$ cat src/rtl/cpu_pkg.sv
// Shared encodings for the 8-bit accumulator-pair CPU.
// Covers FSM states, instruction opcodes, ALU function codes and instruction field positions.
package cpu_pkg;

    typedef enum logic [2:0] {
        FETCH      = 3'b000,
        DECODE     = 3'b001,
        EXECUTE    = 3'b010,
        MEMORY     = 3'b011,
        WRITEBACK  = 3'b100,
        HALT_STATE = 3'b101
    } state_t;

    localparam logic [2:0] OP_ADD   = 3'b000;
    localparam logic [2:0] OP_AND   = 3'b001;
    localparam logic [2:0] OP_NOT   = 3'b010;
    localparam logic [2:0] OP_LOAD  = 3'b011;
    localparam logic [2:0] OP_STORE = 3'b100;
    localparam logic [2:0] OP_JUMP  = 3'b101;
    localparam logic [2:0] OP_JUMPZ = 3'b110;
    localparam logic [2:0] OP_HALT  = 3'b111;

    localparam logic [2:0] ALU_ADD = 3'b000;
    localparam logic [2:0] ALU_AND = 3'b001;
    localparam logic [2:0] ALU_NOT = 3'b010;

    localparam int OPC_MSB   = 7;
    localparam int OPC_LSB   = 5;
    localparam int R_BIT     = 4;
    localparam int SEL_A_BIT = 3;
    localparam int SEL_B_BIT = 2;
    localparam int IMM_MSB   = 3;

    // ALU-class opcodes share their encoding with the ALU function code
    function automatic logic is_alu_op(input logic [2:0] opcode);
        return (opcode == OP_ADD) || (opcode == OP_AND) || (opcode == OP_NOT);
    endfunction

endpackage

$ cat src/rtl/control_decode.sv
// Combinational instruction decode: opcode class flags plus the register-select,
// ALU operand-select and imm4 fields.
module control_decode
    import cpu_pkg::*;
(
    input  logic [7:0] instr,
    output logic [2:0] opcode,
    output logic       is_alu,
    output logic       is_load,
    output logic       is_store,
    output logic       is_jump,
    output logic       is_jumpz,
    output logic       is_halt,
    output logic       r,
    output logic       sel_a,
    output logic       sel_b,
    output logic [3:0] imm4
);

    assign opcode = instr[OPC_MSB:OPC_LSB];
    assign r      = instr[R_BIT];
    assign sel_a  = instr[SEL_A_BIT];
    assign sel_b  = instr[SEL_B_BIT];
    assign imm4   = instr[IMM_MSB:0];
    assign is_alu = is_alu_op(opcode);

    // Opcode class flags for the non-ALU instructions
    always_comb begin
        is_load  = 1'b0;
        is_store = 1'b0;
        is_jump  = 1'b0;
        is_jumpz = 1'b0;
        is_halt  = 1'b0;
        case (opcode)
            OP_LOAD:  is_load  = 1'b1;
            OP_STORE: is_store = 1'b1;
            OP_JUMP:  is_jump  = 1'b1;
            OP_JUMPZ: is_jumpz = 1'b1;
            OP_HALT:  is_halt  = 1'b1;
            default:  is_load  = 1'b0;
        endcase
    end

endmodule

$ cat src/rtl/control_unit.sv
// Control unit for the accumulator-pair CPU: decodes state and IR into next state
// and datapath controls; a sticky halted flag is the only clocked element.
module control_unit
    import cpu_pkg::*;
(
    input  logic       clk,
    input  logic       reset,
    input  logic [7:0] instr,
    input  logic [2:0] state,
    input  logic       zf,
    output logic [2:0] next_state,
    output logic       pc_we,
    output logic       pc_sel,
    output logic       pc_jmp_sel,
    output logic [3:0] pc_offset,
    output logic       addr_sel,
    output logic [3:0] addr_offset,
    output logic       mem_sel,
    output logic       mem_we,
    output logic [2:0] alu_opcode,
    output logic       alu_sel_a,
    output logic       alu_sel_b,
    output logic       alu_we,
    output logic       zf_we,
    output logic       ir_we,
    output logic       a_sel,
    output logic       a_we,
    output logic       b_sel,
    output logic       b_we,
    output logic       halt
);

    logic [2:0] opcode_s;
    logic       is_alu_s;
    logic       is_load_s;
    logic       is_store_s;
    logic       is_jump_s;
    logic       is_jumpz_s;
    logic       is_halt_s;
    logic       r_s;
    logic       sel_a_s;
    logic       sel_b_s;
    logic [3:0] imm4_s;
    logic       jump_taken_s;
    logic       halted_r;

    control_decode u_decode (
        .instr    (instr),
        .opcode   (opcode_s),
        .is_alu   (is_alu_s),
        .is_load  (is_load_s),
        .is_store (is_store_s),
        .is_jump  (is_jump_s),
        .is_jumpz (is_jumpz_s),
        .is_halt  (is_halt_s),
        .r        (r_s),
        .sel_a    (sel_a_s),
        .sel_b    (sel_b_s),
        .imm4     (imm4_s)
    );

    assign jump_taken_s = is_jump_s || (is_jumpz_s && zf);

    // Sticky halted flag, set on any clock edge seen in HALT_STATE
    always_ff @(posedge clk or posedge reset) begin
        if (reset) begin
            halted_r <= 1'b0;
        end else if (state == HALT_STATE) begin
            halted_r <= 1'b1;
        end else begin
            halted_r <= halted_r;
        end
    end

    // Next-state and datapath control decode
    always_comb begin
        next_state  = FETCH;
        pc_we       = 1'b0;
        pc_sel      = 1'b0;
        pc_jmp_sel  = 1'b0;
        pc_offset   = 4'b0000;
        addr_sel    = 1'b0;
        addr_offset = 4'b0000;
        mem_sel     = 1'b0;
        mem_we      = 1'b0;
        alu_opcode  = 3'b000;
        alu_sel_a   = 1'b0;
        alu_sel_b   = 1'b0;
        alu_we      = 1'b0;
        zf_we       = 1'b0;
        ir_we       = 1'b0;
        a_sel       = 1'b0;
        a_we        = 1'b0;
        b_sel       = 1'b0;
        b_we        = 1'b0;
        halt        = 1'b0;
        if (reset) begin
            next_state = FETCH;
        end else if (halted_r) begin
            halt       = 1'b1;
            next_state = HALT_STATE;
        end else begin
            case (state)
                FETCH: begin
                    ir_we      = 1'b1;
                    pc_we      = 1'b1;
                    next_state = DECODE;
                end
                DECODE: begin
                    if (is_load_s || is_store_s) begin
                        next_state = MEMORY;
                    end else if (is_halt_s) begin
                        next_state = HALT_STATE;
                    end else begin
                        next_state = EXECUTE;
                    end
                end
                EXECUTE: begin
                    if (is_alu_s) begin
                        alu_opcode = opcode_s;
                        alu_sel_a  = sel_a_s;
                        alu_sel_b  = sel_b_s;
                        alu_we     = 1'b1;
                        zf_we      = 1'b1;
                        next_state = WRITEBACK;
                    end else if (jump_taken_s) begin
                        pc_we      = 1'b1;
                        pc_sel     = 1'b1;
                        pc_jmp_sel = r_s;
                        pc_offset  = imm4_s;
                        next_state = FETCH;
                    end else begin
                        next_state = FETCH;
                    end
                end
                MEMORY: begin
                    addr_sel    = 1'b1;
                    addr_offset = imm4_s;
                    if (is_store_s) begin
                        mem_we     = 1'b1;
                        mem_sel    = r_s;
                        next_state = FETCH;
                    end else if (is_load_s) begin
                        next_state = WRITEBACK;
                    end else begin
                        next_state = FETCH;
                    end
                end
                WRITEBACK: begin
                    // r chooses the destination; loads take memory data and keep the address
                    if (is_alu_s || is_load_s) begin
                        a_we  = ~r_s;
                        b_we  = r_s;
                        a_sel = is_load_s & ~r_s;
                        b_sel = is_load_s & r_s;
                    end else begin
                        a_we = 1'b0;
                    end
                    if (is_load_s) begin
                        addr_sel    = 1'b1;
                        addr_offset = imm4_s;
                    end else begin
                        addr_sel = 1'b0;
                    end
                    next_state = FETCH;
                end
                HALT_STATE: begin
                    halt       = 1'b1;
                    next_state = HALT_STATE;
                end
                default: begin
                    next_state = FETCH;
                end
            endcase
        end
    end

endmodule

$ cat config.mk
export PLATFORM = sky130hd
export DESIGN_NAME = control_unit
export DESIGN_NICKNAME = d
export VERILOG_FILES = /design/src/rtl/cpu_pkg.sv /design/src/rtl/control_decode.sv /design/src/rtl/control_unit.sv
export SDC_FILE = /design/constraint.sdc
export NUM_CORES = 1
export LEC_CHECK = 0
export CORE_UTILIZATION = 29
export CTS_CLUSTER_SIZE = 30
export DETAILED_ROUTE_END_ITERATION = 10
export PLACE_DENSITY = 0.83
export SLEW_MARGIN = 20
export SYNTH_ARGS = -nofsm -noshare
export SYNTH_HDL_FRONTEND = slang
export SYNTH_SLANG_ARGS = --single-unit
$ cat constraint.sdc
create_clock -name clk -period 2.65 [get_ports clk]
set_clock_uncertainty 0.15 [all_clocks]
set_input_delay 0.6625 -clock clk [delete_from_list [all_inputs] [get_ports clk]]
set_output_delay 0.6625 -clock clk [all_outputs]
set_load 0.03 [all_outputs]
; ---- Yosys cells after proc, flatten, opt, wreduce, memory -nomap -nowiden
; Index checks and enable logic that the tools add are counted.
[totals]
regBits = 1
[op_classes]
eq_ne = 12
mux = 85
bitwise = 3
reduce_logical = 8
[op_table]
columns = cell, count
row1 = 2-to-1 mux 1 bit, 62
row2 = 2-to-1 mux 3 bit, 11
row3 = 2-to-1 mux 4 bit, 8
row4 = "equality test 3 bit, second input constant", 6
row5 = one-hot mux 3 bit (5 select lines), 1
row6 = "equality test 3 x 2 -> 1 bit, second input constant", 4
row7 = one-hot mux 4 bit (2 select lines), 1
row8 = "equality test 3 x 1 -> 1 bit, second input constant", 2
row9 = logical NOT 3 bit, 2
row10 = logical OR 1 bit, 5
row11 = one-hot mux 1 bit (2 select lines), 2
row12 = bitwise AND 1 bit, 2
row13 = logical AND 1 bit, 1
row14 = NOT 1 bit, 1

; ---- Depth between registers and ports, before layout
; Gate-level depths: netlist (run 1).
[logic_depth]
ltp_word = 9
ltp_mapped = 4
depth_no_buf = 3

; ---- By module
; Synthesis (run 1) repeated with hierarchy kept, for this count alone.
[unflattened]
hier_cells = 78
hier_area_um2 = 555.5
[modules_own_cells]
columns = mod, instances, cells_each, area_each_um2, seq_area_each_um2
row1 = control_unit, 1, 62, 430.4, 25.0
row2 = control_decode, 1, 16, 125.1, 0.0

; ---- Worst setup path before layout (run 1)
; Ideal clock, no wire load.
[synth_path]
path_kind = input -> output
from = input state[2]
to = output addr_offset[0]
arrival_ns = 2.106
required_ns = 1.837
slack_ns = -0.268
path_stages = 4
path_buffers = 1
cell_sequence = nand2b_1 -> or4b_1 -> clkbuf_2 -> a21boi_0
[synth_via]
elab_chain_cells = 4
word_cells_on_any_way = 5
classes_between = 2 x eq/ne / 3 x mux
[synth_rtl]
columns = element, line
row1 = from (decl), control_unit.sv:9  ; input logic [2:0] state,
row2 = equality test 3 bit / equality test 3 x 2 -> 1 bit (equally long branches), control_unit.sv:103  ; case (state)
row3 = one-hot mux 4 bit (2 select lines) (*), control_unit.sv:103
row4 = 2-to-1 mux 4 bit (*), control_unit.sv:99  ; end else if (halted_r) begin
row5 = 2-to-1 mux 4 bit (*), control_unit.sv:97  ; if (reset) begin
row6 = to (decl), control_unit.sv:17  ; output logic [3:0] addr_offset,
; Mark *: on every way between the ends. The rest lies on a longest branch, timed or not.

; ---- Worst setup path in the final report (run 1)
[layout_path]
from = input reset
to = output pc_offset[1]
[layout_via]
elab_chain_cells = 1
[layout_rtl]
columns = element, line
row1 = from (decl), control_unit.sv:7  ; input logic reset,
row2 = 2-to-1 mux 4 bit, control_unit.sv:97
row3 = to (decl), control_unit.sv:15  ; output logic [3:0] pc_offset,
; No other way between the ends.

==> results of run 1 <==
## worst max-delay path, cell delays in order
cell    delay (ns)
buf_8         0.10
or3b_4        0.37
nor4_4        0.27
buf_4         0.19
and2_4        0.15
buf_6         0.12
## worst min-delay path by stage
stage          startpoint  endpoint  slack, ns  cells after the start
2_1_floorplan       reset  halted_r       0.25                      1
3_3_place_gp     halted_r  halted_r       0.40                      1
3_5_place_dp     halted_r  halted_r       0.41                      1
4_1_cts          halted_r  halted_r       0.43                      1
5_1_grt          halted_r  halted_r       0.48                      1
6_report         halted_r  halted_r       0.44                      1
## kinds of logic after synthesis
| group | count (synthesis) |
|---|---|
| compound gates | 13 |
| other cells | 1 |
| buf+inv | 6 |
| flops | 1 |
| simple gates | 37 |
## where the power goes
part | internal [W] | total (W) | switching, W
Clock | 0 | 0 | 0
Sequential | 0.0000156 | 0.0000157 | 0.0000000757
Combinational | 0.0000506 | 0.0000901 | 0.0000395
## through the flow
step	instances	setup WS (ns)
floorplan	58	-0.1264
global placement	133	-0.4498
detailed placement	133	-0.4934
CTS	133	-0.08304
global route	134	-0.07756
finish	134	-0.04182
## cell usage in the layout (no fill, tap or decap), types with 2 or more instances in the layout
master            n
a21boi_2          4
a21oi_2           3
and2_4            9
buf_4            34
buf_6            20
buf_8             3
clkdlybuf4s50_1   5
inv_1             3
nor2_1            6
nor3_2            2
or3b_4            3
## repair_timing
action,CTS,global route
endpoints found under the hold margin,0,0
hold buffers,0,0
buffers inserted,0,2
pin swaps,9,9
gates resized for setup,55,20
endpoints found under the setup margin,29,12
## final cells by class
cell class              instances  area [µm²]  share of cell area (%)
repair buffers                 64       596.8                   54.64
multi-input cells              51       440.4                   40.32
well taps                      15       18.77                   1.718
flip-flops and latches          1       25.02                   2.291
inverters                       3       11.26                   1.031
## metal layers
layer / track usage, % / vias up
met2: 51.67 / 29
met1: 23.99 / 297
met4: 4.310 / 0
li1: - / 325
met3: 0 / 2
met5: 0 / -
==> results_dict.tcl, run 1 <==
set metrics [dict create \
    dr.first_iter.drc_count 4 \
    report.final.slew_viol_count 0 \
    final_period_minus_worst_setup_slack_ns 2.692 \
    netlist-cell-type-count 31 \
    synth_enable_flop_cells 0 \
    synth-warning-count 0 \
    postLayoutSetupSlackWorst_ns -0.04182 \
    die_width_um 39.16 \
    vias 653 \
    synth_cells 58 \
    report.power.total_w 0.0001058 \
    register_name_with_the_most_flops "halted_r" \
    firstDrtPassIters 4 \
    fp.dieH_um 39.16 \
    crit_path_end "pc_offset[1]" \
    r2r-end "halted_r" \
    totalWireLength_mm 1.857 \
    syn_nets 72 \
    top_cell_type_by_total_area_after_synthesis "and2_1" \
    async_reset_ff_share_pct 100.0 \
    rr_worst_depth 1 \
    synth.mux.area_fraction_pct 0 \
    synth_simple_gate_area_share_pct 62.19 \
    worst-path-max-fanout 7 \
    met2_wl_mm 1.077 \
    setup_viol 7 \
    yosys-top-cells-count "11 x and2_1, 6 x nor2_1, 5 x a21boi_0, 4 x a21oi_1" \
    critical_path.endpoint_type "output port" \
    ir_worst_vdd_mv 0.06848 \
    drt-vias-per-instance 4.873 \
    worstSkewPairLatency_ns 0 \
    r2r_start "halted_r" \
    design_area_mm2 0.001092 \
    placementRows 13 \
    failed_checks "setup timing" \
    worst_setup_path_startpoint "reset" \
    grt_first_pass_wirelength_mm 2.546 \
    run_status "finished with violations" \
    p_per_area_mw_per_mm2 96.82 \
    fin_util_pct 85.00 \
    rrSetupSlack_ns 1.77 \
    cp.required_ns 1.84 \
    diodes 0 \
    synth.cell_area_um2 400.4 \
    post_route_cells_drive_above_1_share_pct 71.43 \
    routed_wire_length_per_instance_um 13.86 \
    synth-xor-area-share_pct 0 \
    globalRoute.totalOverflow 0 \
    top_signal_layer_used "met4" \
    place.gp.congestion 0.7396 \
    core_area_mm2 0.001285 \
    floorplan.io_pins 44 \
    wl_met3_um 87 \
    maxCapViolCount 0 \
    fin_worst_hold_slack_ns 0.4394 \
    final_min_period_over_clock_period_pct 101.6 \
    antenna_found_initial 0 \
    starting_density_pct 31.16 \
    post_synth_fa_ha_maj_area_fraction_pct 0 \
    area_growth_syn_to_layout_pct 172.8 \
    wl_met1_um 676 \
    largest_family_of_logic_cells_by_synthesized_area "simple AND/OR/NAND/NOR gates" \
    synth-compound-area-share_pct 22.81 \
    numPortBuffers 42 \
    signal_arrival_time_at_the_worst_endpoint_ns 1.88 \
    antenna_violating_nets_post_route 0 \
    synth_top_cells_by_area "and2_1 17%, a21boi_0 9.4%, dfrtp_1 6.3%, nor2_1 5.6%, nor4_4 5.3%" \
    post-synth-top-count-cell "and2_1" \
    clk_transition_reported_paths_ns 0 \
    clock.fmax_mhz 371.5 \
    placedInstanceArea_um2 965.9 \
    synth-main-ff-cell "dfrtp_1" \
    synth_seq_area_share_pct 6.250 \
    syn_area_per_cell_um2 6.903 \
    fillerInstances 76 \
    drc 0 \
    cellLeakagePower_nw 0.5476 \
    first_global_vias 612 \
    hp-class "register to register" \
    dieArea_mm2 0.001533 \
    ys_seq_elements 1 \
    finalHoldViolCount 0 \
    design.final.nets 135 \
    setup_crit_path_kind "input pin to output port" \
    grt_max_degree 8 \
    cp-start-kind "input pin" \
    layout_top_registers "halted_r x1" \
    hpwlAfterDp_mm 1.298 \
    setup_total_neg_slack_ns -0.1748 \
    largest_register_ffs 1 \
    synthDominantCellAreaShare_pct 17.19 \
    global_route.usage.total_pct 23.67 \
    grt_setup_unrepaired "yes" \
]
Note: power is estimated with default switching activity, not from simulation.
==> run 2, diff against run 1 <==
--- a/config.mk
+++ b/config.mk
@@ -5,11 +5,14 @@
 export SDC_FILE = /design/constraint.sdc
 export NUM_CORES = 1
 export LEC_CHECK = 0
-export CORE_UTILIZATION = 29
+export CORE_ASPECT_RATIO = 0.9
+export CORE_UTILIZATION = 30
 export CTS_CLUSTER_SIZE = 30
 export DETAILED_ROUTE_END_ITERATION = 10
-export PLACE_DENSITY = 0.83
+export PLACE_DENSITY = 0.74
+export SETUP_SLACK_MARGIN = 0.15
 export SLEW_MARGIN = 20
 export SYNTH_ARGS = -nofsm -noshare
 export SYNTH_HDL_FRONTEND = slang
+export SYNTH_HIERARCHICAL = 1
 export SYNTH_SLANG_ARGS = --single-unit
==> constraint.sdc (replaced) <==
create_clock -name clk -period 2.65 [get_ports clk]
set_clock_uncertainty 0.15 [all_clocks]
set_input_delay 0.6625 -clock clk [delete_from_list [all_inputs] [get_ports clk]]
set_output_delay 0.6625 -clock clk [all_outputs]
set_load 0.005 [all_outputs]
==> run 2 against run 1 <==
Effect of this change:
- the flow still finishes with violations (setup timing)
- cell area is 21% higher
- routed wire length is 31% higher
- combinational power is 14% higher
- first-iteration DRC count grew to 2.5 times the previous value
- sequential cell count stayed put
- largest power group unchanged
==> results_dict.tcl, run 2 <==
set metrics [dict create \
    netlist-cell-type-count 32 \
    p_per_area_mw_per_mm2 89.85 \
    switchingPower_w 0.00004349 \
    syn_area_per_cell_um2 7.122 \
    share_comb_of_total_power_pct 86.8 \
    report.power.total_w 0.0001187 \
    post_route_cells_drive_above_1_share_pct 72.92 \
    post-synth-top-count-cell "and2_1" \
    async_reset_ff_share_pct 100.0 \
    synthDominantCellAreaShare_pct 18.02 \
    timing.slew.headroom_pct 79.84 \
    placementRows 14 \
    failed_checks "setup timing" \
    first_global_vias 700 \
    totalWireLength_mm 2.441 \
    timing.hold.worst_path_depth 2 \
    synth-warning-count 6 \
    yosys-top-cells-count "16 x and2_1, 12 x buf_4, 6 x nor2_1, 5 x a21oi_1, 4 x inv_1" \
    worstMarginPinSlew_ns 0.3001 \
    ys_seq_elements 1 \
    antenna_found_initial 0 \
    synth_seq_area_share_pct 4.505 \
    area_growth_syn_to_layout_pct 137.8 \
    layout_top_registers "halted_r x1" \
    critical_path.endpoint_type "output port" \
    syn_nets 92 \
    routed_wire_length_per_instance_um 14.53 \
    register_name_with_the_most_flops "halted_r" \
    power.share.clock_pct 0 \
    largest_register_ffs 1 \
    vias 798 \
    place.gp.congestion 0.8849 \
    grt_setup_unrepaired "yes" \
    critical_path_buf_inv_count 4 \
    starting_density_pct 32.70 \
    diodes 0 \
    grt_max_degree 12 \
    synth_top_cells_by_area "and2_1 18%, buf_4 16%, and3b_1 4.7%, a21oi_1 4.5%, dfrtp_1 4.5%" \
    dp_worst_setup_slack_ns -0.8062 \
    die_width_um 47.36 \
    floorplan.io_pins 44 \
    final_period_minus_worst_setup_slack_ns 2.873 \
    postLayoutSetupSlackWorst_ns -0.2227 \
    top_cell_type_by_total_area_after_synthesis "and2_1" \
    ir_worst_vdd_mv 0.09249 \
    synth-main-ff-cell "dfrtp_1" \
    r2r_start "halted_r" \
    dieArea_mm2 0.002028 \
    hpwlAfterDp_mm 1.419 \
    internal_power_w 0.00007523 \
    rrSetupSlack_ns 1.67 \
    cellLeakagePower_nw 0.6614 \
    setup_crit_path_kind "input pin to output port" \
    delay_contributed_by_the_slowest_stage_of_the_critical_path_ns 0.54 \
    final_min_period_over_clock_period_pct 108.4 \
    global_route.usage.total_pct 20.63 \
    critPathMostFrequentCell "buf_6" \
    cp-start-kind "input pin" \
    path_delay_family "simple AND/OR/NAND/NOR gates" \
    sw_frac_of_total_pct 36.63 \
    fp.dieH_um 42.83 \
    synth_cells 78 \
    run_status "finished with violations" \
    clk_transition_reported_paths_ns 0 \
    drt-vias-per-instance 4.750 \
    r2r-end "halted_r" \
    finalHoldViolCount 0 \
    core_area_mm2 0.001699 \
    synth.cell_area_um2 555.5 \
    design.final.nets 160 \
    cp.required_ns 1.84 \
    antenna_violating_nets_post_route 0 \
    crit_path_top_delay_cell "or4b_4" \
    final_common_cell "buf_6" \
    crit_path_cell_trace "buf_6 > or4b_4 > buf_6 > nor3b_4 > buf_4 > and2_4 > buf_6" \
    firstDrtPassIters 4 \
    maxCapViolCount 0 \
    hp-class "register to register" \
    synth_enable_flop_cells 0 \
    globalRoute.totalOverflow 0 \
    grt_first_pass_wirelength_mm 3.160 \
    report.final.slew_viol_count 0 \
    signal_arrival_time_at_the_worst_endpoint_ns 2.06 \
    hold_path.startpoint "halted_r" \
    drc 0 \
    numPortBuffers 43 \
    clock.fmax_mhz 348.1 \
    worst-path-max-fanout 5 \
    worstSkewPairLatency_ns 0 \
    final_cell_mix "31 x buf_6, 22 x buf_4, 12 x buf_2, 11 x and2_4, 6 x clkbuf_2" \
    setup_viol 17 \
    sequentialPowerShare_pct 13.2 \
    dr.first_iter.drc_count 10 \
    worstHoldEndpoint "halted_r" \
    rr_worst_depth 2 \
]
run 2: kinds of logic after synthesis:
| group | synth area share [%] |
|---|---|
| simple gates | 61.04 |
| buf+inv | 22.30 |
| compound gates | 12.16 |
| flops | 4.504 |
run 2: cell type report:
cell class | count | area [µm²]
multi-input combinational | 58 | 536.8
timing repair buffer | 81 | 714.4
inverter | 4 | 15.01
tap | 24 | 30.03
fill | 119 | 377.9
sequential | 1 | 25.02
run 2: power by group through the flow:
stage                     clock network, W  registers [W]  logic [W]
after floorplan                          0      0.0000156  0.0000363
after global placement                   0      0.0000156  0.0000718
after detailed placement                 0      0.0000156  0.0000729
after global routing                     0      0.0000156   0.000110
after CTS                                0      0.0000156  0.0000835
final                                    0      0.0000156   0.000103
run 2: metal layers:
| metal | GRT usage (%) | part of all wire (%) | routed length, µm |
|---|---|---|---|
| met3 | 0.4255 | 5.4 | 131 |
| met4 | 3.429 | 1.6 | 40 |
| met5 | 0 | 0 | 0 |
| met2 | 37.26 | 51 | 1248 |
| met1 | 26.53 | 42 | 1020 |
run 2: how the worst max path moves through the flow:
stage               slack, ns       endpoint      from  cells after the start
finish                  -0.22      alu_sel_b     reset                      7
floorplan                0.12  alu_opcode[0]  state[0]                      4
detailed placement      -0.81  alu_opcode[0]     reset                      5
global placement        -0.80     pc_jmp_sel     reset                      5
global route            -0.24      alu_sel_b     reset                      7
CTS                     -0.26   pc_offset[1]  state[0]                      7
run 2: worst min-delay path, cell delays in order, from the launching register on:
cell     delay [ns]
dfrtp_1        0.34
buf_4          0.18
a21o_1         0.11
run 2: timing repair:
| item | in CTS | in global routing |
|---|---|---|
| buffers inserted | 14 | 7 |
| setup endpoints to repair | 30 | 27 |
| pin swaps | 25 | 17 |
| resized for setup | 160 | 57 |
| hold buffers | 0 | 0 |
run 2: metrics by stage:
step | instances | setup TNS [ns] | hold slack, ns | area (µm²) | util [%]
finish | 168 | -1.960 | 0.5158 | 1321 | 77.76
global route | 168 | -2.549 | 0.5391 | 1321 | 77.76
CTS | 161 | -2.017 | 0.5036 | 1135 | 66.79
detailed placement | 147 | -20.45 | 0.4895 | 1035 | 60.90
global placement | 147 | -20.08 | 0.4820 | 1035 | 60.90
floorplan | 78 | 0 | 0.2463 | 563.0 | -
